File: config.mk
export PLATFORM = sky130hd
export DESIGN_NAME = br_svc_rx_queue
export DESIGN_NICKNAME = d
export VERILOG_FILES = /design/src/rtl/br_svc_rx_queue.sv
export SDC_FILE = /design/constraint.sdc
export NUM_CORES = 1
export LEC_CHECK = 0
export ABC_AREA = 1
export CORE_MARGIN = 1.5
export CORE_UTILIZATION = 50
export CTS_BUF_LIST = sky130_fd_sc_hd__clkbuf_8 sky130_fd_sc_hd__clkbuf_16
export DETAILED_ROUTE_END_ITERATION = 7
export GPL_ROUTABILITY_DRIVEN = 0
export PLACE_DENSITY = 0.81
export SLEW_MARGIN = 20
export SYNTH_ARGS = -nofsm -noshare
export SYNTH_HDL_FRONTEND = slang
export SYNTH_SLANG_ARGS = --single-unit
File: constraint.sdc
create_clock -name clk_i -period 4.02 [get_ports clk_i]
set_input_delay 1.005 -clock clk_i [delete_from_list [all_inputs] [get_ports clk_i]]
set_output_delay 1.005 -clock clk_i [all_outputs]
set_load 0.1 [all_outputs]
File: src/rtl/br_svc_rx_queue.sv
// br_svc_rx_queue: receive-side buffer between the BrLite router local output
// and the DMNI NI stage. Filters service flits by address and class, queues
// accepted entries, presents the head to the NI and counts discarded flits.
//
// Handshake semantics (router side): br_req_i is a level held by the router
// until it sees the one-cycle br_ack_o pulse. A request is evaluated only in
// cycles where br_ack_o is low, so a sender that is slow to drop br_req_i is
// never double-counted. NI side: svc_rx_o high means svc_data_o holds a valid
// head entry; a svc_ack_i pulse while svc_rx_o is high pops that entry, a
// pulse while empty is ignored.

package br_svc_rx_queue_pkg;

  typedef enum logic [1:0] {
    BR_SVC_ALL       = 2'b00,
    BR_SVC_TGT       = 2'b01,
    BR_SVC_MON_CLEAR = 2'b10,
    BR_SVC_MON       = 2'b11
  } br_svc_e;

  typedef struct packed {
    logic [1:0]  service;
    logic [7:0]  ksvc;
    logic [15:0] seq_target;   // {seq[15:8], target[7:0]}
    logic [15:0] producer;
    logic [31:0] payload;
  } brlite_out_t;

  typedef struct packed {
    logic [7:0]  ksvc;
    logic [15:0] seq_source;   // {seq[15:8], source[7:0]}
    logic [15:0] producer;
    logic [31:0] payload;
  } brlite_svc_t;

endpackage

module br_svc_rx_queue
  import br_svc_rx_queue_pkg::*;
#(
  parameter int          DEPTH   = 8,
  parameter logic [15:0] ADDRESS = 16'b0
) (
  input  logic                     clk_i,
  input  logic                     rst_ni,
  input  logic                     br_req_i,
  output logic                     br_ack_o,
  input  brlite_out_t              br_data_i,
  output logic                     svc_rx_o,
  input  logic                     svc_ack_i,
  output brlite_svc_t              svc_data_o,
  output logic [$clog2(DEPTH):0]   count_o,
  output logic [15:0]              drop_cnt_o,
  input  logic                     drop_clr_i
);

  localparam int AW = $clog2(DEPTH);
  localparam int CW = AW + 1;

  // Registered state
  logic              r_ack;
  logic              r_push_pend;   // accepted flit waiting to be written
  brlite_svc_t       r_wr_data;
  logic [AW-1:0]     r_wr_ptr;
  logic [AW-1:0]     r_rd_ptr;
  logic [CW-1:0]     r_count;
  logic              r_rx;
  logic [15:0]       r_drop_cnt;
  brlite_svc_t       r_mem [DEPTH];

  // Combinational decode
  logic              w_eval;
  logic              w_target_hit;
  logic              w_accept;
  logic              w_full;
  logic              w_take;
  logic              w_discard;
  logic              w_write;
  logic              w_pop;
  logic [CW-1:0]     w_count_nxt;
  brlite_svc_t       w_entry;

  // Filter decision; full comes from registered state only, so svc_ack_i never
  // reaches br_ack_o combinationally.
  always_comb begin
    w_eval       = br_req_i & ~r_ack;
    w_target_hit = (br_data_i.seq_target[7:0] == ADDRESS[7:0]);
    w_accept     = (br_data_i.service == BR_SVC_ALL) |
                   ((br_data_i.service == BR_SVC_TGT) & w_target_hit);
    w_full       = (r_count == CW'(DEPTH));
    w_take       = w_eval & w_accept & ~w_full;
    w_discard    = w_eval & ~w_accept;
    w_write      = r_push_pend;
    w_pop        = svc_ack_i & r_rx;
    w_count_nxt  = r_count + CW'(w_write) - CW'(w_pop);
  end

  // Entry layout: source byte is taken from the producer's low byte.
  always_comb begin
    w_entry            = '0;
    w_entry.ksvc       = br_data_i.ksvc;
    w_entry.seq_source = {br_data_i.seq_target[15:8], br_data_i.producer[7:0]};
    w_entry.producer   = br_data_i.producer;
    w_entry.payload    = br_data_i.payload;
  end

  // Router handshake: one-cycle ack, accepted flit staged for the next cycle.
  always_ff @(posedge clk_i or negedge rst_ni) begin
    if (!rst_ni) begin
      r_ack       <= 1'b0;
      r_push_pend <= 1'b0;
      r_wr_data   <= '0;
    end else begin
      r_ack       <= w_take | w_discard;
      r_push_pend <= w_take;
      if (w_take) begin
        r_wr_data <= w_entry;
      end
    end
  end

  // Pointers, occupancy and the registered non-empty flag.
  always_ff @(posedge clk_i or negedge rst_ni) begin
    if (!rst_ni) begin
      r_wr_ptr <= '0;
      r_rd_ptr <= '0;
      r_count  <= '0;
      r_rx     <= 1'b0;
    end else begin
      if (w_write) begin
        r_wr_ptr <= r_wr_ptr + AW'(1);
      end
      if (w_pop) begin
        r_rd_ptr <= r_rd_ptr + AW'(1);
      end
      r_count <= w_count_nxt;
      r_rx    <= (w_count_nxt != '0);
    end
  end

  // Storage array; contents are meaningless while the queue is empty.
  always_ff @(posedge clk_i) begin
    if (w_write) begin
      r_mem[r_wr_ptr] <= r_wr_data;
    end
  end

  // Saturating discard counter; clear wins over a same-cycle increment.
  always_ff @(posedge clk_i or negedge rst_ni) begin
    if (!rst_ni) begin
      r_drop_cnt <= '0;
    end else if (drop_clr_i) begin
      r_drop_cnt <= '0;
    end else if (w_discard && (r_drop_cnt != 16'hFFFF)) begin
      r_drop_cnt <= r_drop_cnt + 16'd1;
    end
  end

  // Outputs; head data is forced to zero while empty so stale entries never show.
  always_comb begin
    br_ack_o   = r_ack;
    svc_rx_o   = r_rx;
    count_o    = r_count;
    drop_cnt_o = r_drop_cnt;
    svc_data_o = r_rx ? r_mem[r_rd_ptr] : '0;
  end

endmodule

* After elaboration in Yosys (flattened, before gate mapping)
Memory sizes are Yosys's and may differ from the RTL's. Index checks and enable logic that the tools add are counted.
Operators by class: add/sub/neg operators 5, equality and inequality tests 3, mux-type cells 5, bitwise gates (word level) 11, reductions and logical operators 5
Operators with widths (count):
- $mux W72 | 1
- $mux W16 | 2
- $add A16 B1 Y16 const B | 1
- $ne A16 B16 Y1 const B | 1
- $logic_not A8 Y1 | 1
- $add A3 B1 Y3 const B | 2
- $and A1 B1 Y1 | 6
- $add A4 B1 Y4 | 1
- $eq A4 B4 Y1 const B | 1
- $reduce_bool A4 Y1 | 1
- $sub A4 B1 Y4 | 1
- $not A1 Y1 | 3
- $eq A2 B1 Y1 const B | 1
- $logic_not A2 Y1 | 1
- $mux W1 | 2
- $or A1 B1 Y1 | 2
- $reduce_bool A2 Y1 | 1
- $logic_and A1 B1 Y1 | 1
Storage, ports and cells: register bits after elaboration 101, bits in writable memories 576, input bits 79, word-level logic and storage cells 41, memories kept 1
Memory list:
- r_mem | words 8, width 72, rd ports 1, clocked after Yosys merged registers in 0, wr ports 1, line 69 | brlite_svc_t r_mem [DEPTH];

* Longest topological paths before layout
depth after elaboration 8, mapped depth 11, gate-level depth less buffers 10

* Worst setup path after synthesis
Ideal clock, no wire load.
path kind flip-flop to output port, start point register r_rx, in the netlist svc_rx_o, end point output port svc_data_o[49] (netlist name), arrival time 3.361 ns, required time 3.015 ns, setup slack -0.346 ns, cell stages (with the launch flop) 6, path through dfrtp_1 -> clkbuf_1 -> clkbuf_1 -> o21ai_0 -> nor2_1 -> buf_4
RTL lines:
- from (decl) | line 67 | logic r_rx;
- from (signal assigned) | line 137 | r_rx <= (w_count_nxt != '0);
- to (decl) | line 51 | output brlite_svc_t svc_data_o,

==> impl_results.md <==
* Outcome: complete, no violations
* Mapped Cells at 1,973
* Top area cells in the synthesized netlist: edfxtp_1 63%, dfrtp_1 9.6%, nor2_1 6.5%
* Distinct cells, synth at 31
* Nets@finish at 2,206
* Die height at 223 µm
* Total track usage at 23.4%
* Fillers at 3,397
* Synth cell count leaders: 512 x edfxtp_1, 417 x nor2_1, 279 x o21ai_0
* Worst setup endpoint: svc_data_o[52]
* Slew headroom at 30.7%
* Slew of the pin with the lowest slew margin at 1.04 ns
* Largest net degree at the start of global routing at 166
* Initial antenna violation count at 0
* Crit path arrival time at 2.86 ns
* EDFF count, synth at 512
* Async S/R FF share, synth at 15.4%
* Fin crit share at 96.2%
* Mapped Nets at 2,061
* Flop-to-flop setup slack at 1.33 ns
* Skew final at 0.0246 ns
* CTS Buf Count at 58
* Hold Vio Cnt, Final at 0
* #FFs+latches synth at 605
* Clk_lat worst skew at 0.62 ns
* Sum of negative setup slack at 0 ns
* Total gr overflow at 0
* Routed WL at 58,700 µm
* Yosys top cell area share at 63.4%
* Die area at 0.0498 mm²
* RSZ-0062 raised after global routing: no
* First-pass GRT wire length at 89,500 µm
* Post-DP HPWL at 31,400 µm
* Primary FF master, synth: edfxtp_1
* Root Driver: clkbuf_16
* Hold buffers post-CTS at 0
* Die Span X at 223 µm
* DRC errors left at 0
* Initial Utilization at 50.8%
* CP Class: reg2out
* Core footprint at 0.0477 mm²
* Final setup viols at 0
* Via count at 16,000
* Synth Cell Area at 0.0242 mm²
* Clock Tree Buf Depth at 3
* Yosys synthesis warning count at 0
* Min Tclk post-route at 3.87 ns
* Pre-antenna DRT Iters at 7
* TritonCTS clock tree: built
* Routed len/inst at 21.1 µm
* Mean Syn Cell Area at 12.3 µm²
* Row count at 80
* PortBufs at 172
* Peak Freq at 259 MHz
* Max-slew violations at 0
* Worst R2R Start: svc_rx_o
* Req. time, crit path at 3.01 ns
* Area Overhead vs Synth at 21.0%
* Vias in the first global route at 16,300
* Crit end category: primary output
* ANT nets after route at 0
* TritonCTS Sinks at 605
* CP Launch Type: register
* Crit Path Max Fanout at 59
* Yosys top cell by area: edfxtp_1
* Hold Path Class: in2async
* Multi-input logic area at 0.00580 mm²
* Reg clk slew, reported paths at 0.06 ns
* Avg Vias per Cell at 5.76
* Worst setup path startpoint: r_rd_ptr[0]
* Post-synthesis sequential area ratio at 73.1%
* Max cap viols at 0
* Count leader, synth: edfxtp_1
* # H-tree levels at 2
* Layout cell share with drive strength beyond 1 at 11.0%
* FF+latch area at 0.0177 mm²
* Ports at 173
* RR Endpoint: svc_rx_o
* FF-to-FF path depth at 10
* N_diodes at 0
* 1st-iter DRT viols at 1,648
[layout by cell type (no fill, tap or decap), types with 3 or more instances in the layout]
| cell | instances |
|---|---|
| xor2_1 | 8 |
| nand2_1 | 259 |
| nand3_1 | 42 |
| edfxtp_1 | 512 |
| nand4_1 | 3 |
| buf_12 | 71 |
| clkinv_1 | 6 |
| mux2i_1 | 64 |
| xnor2_1 | 3 |
| clkinvlp_4 | 6 |
| nor3_1 | 3 |
| dfrtp_1 | 89 |
| clkdlybuf4s50_1 | 98 |
| inv_1 | 41 |
| nor2_1 | 401 |
| o22ai_1 | 64 |
| o21ai_1 | 44 |
| ha_1 | 8 |
| clkinv_2 | 10 |
| nor2_2 | 9 |
| o21ai_0 | 279 |
| clkbuf_16 | 60 |
| nor2_4 | 8 |
| clkbuf_8 | 4 |
| bufinv_16 | 13 |
| buf_4 | 40 |
[layer usage]
metal  up-vias  GRT usage (%)  part of all wire [%]
li1       7247              -                     -
met1      7815           29.5                    38
met2       825           39.9                    50
met3       126           4.85                   8.9
met4         0           9.30                   2.8
met5         -              0                     0
[how the worst min path moves through the flow]
stage | start | endpoint | slack [ns] | cells past startpoint
6_report | rst_ni | drop_cnt_o[12] | 0.40 | 1
4_1_cts | rst_ni | drop_cnt_o[12] | 0.41 | 1
2_1_floorplan | r_wr_ptr[0] | r_wr_ptr[0] | 0.49 | 2
5_1_grt | rst_ni | drop_cnt_o[12] | 0.44 | 1
3_3_place_gp | r_wr_ptr[0] | r_wr_ptr[0] | 0.51 | 2
3_5_place_dp | r_wr_ptr[0] | r_wr_ptr[0] | 0.53 | 2
[registers in the layout, indices dropped and copies added, names as in the netlist]
signal       count
r_mem          512
svc_rx_o         1
r_wr_data       64
br_ack_o         1
drop_cnt_o      16
count_o          4
r_rd_ptr         3
r_wr_ptr         3
r_push_pend      1
[through the flow]
step / util [%] / cells / cell area [µm²] / hold slack (ns) / setup WS [ns]
after global placement: 56.8 / 2671 / 27100 / 0.512 / 0.716
after floorplan: - / 1973 / 24300 / 0.492 / 0.0953
after global routing: 61.4 / 2782 / 29300 / 0.439 / 0.00726
after CTS: 61.3 / 2781 / 29300 / 0.409 / 0.0516
after detailed placement: 56.8 / 2671 / 27100 / 0.526 / 0.704
final: 61.4 / 2782 / 29300 / 0.402 / 0.153
[cells by family after synthesis]
family | after synthesis | synth area share [%]
AO/OA/AOI/OAI | 390 | 8.41
XOR/XNOR | 11 | 0.398
adder cells (fa/ha/maj) | 9 | 0.496
buffers and inverters | 165 | 3.38
flip-flops | 605 | 73.1
multiplexers | 64 | 2.64
AND/OR/NAND/NOR | 729 | 11.6
[area by class of cell]
| type | count | share of cell area, % |
|---|---|---|
| Clock buffer | 63 | 5.22 |
| Clock inverter | 46 | 2.04 |
| Inverter | 39 | 0.516 |
| Multi-Input combinational cell | 1203 | 19.8 |
| Sequential cell | 605 | 60.4 |
| Tap cell | 615 | 2.62 |
| Timing Repair Buffer | 211 | 9.40 |
[repair_timing]
item / 4_1_cts / 5_1_grt
gates cloned: 0 / 1
gates resized for setup: 0 / 1
buffers inserted: 1 / 0
endpoints found under the setup margin: 1 / 5
[worst max-delay path: stages (launching register included)]
cell and delay, ns:
dfrtp_4 0.55, inv_6 0.40, buf_4 0.39, nor2_1 0.09, o21ai_1 0.19, o21ai_0 0.13
nor2_2 0.28, buf_12 0.21
Power is not shown: default switching activity piles up to over one toggle a cycle in this logic, so the estimate is an artifact.
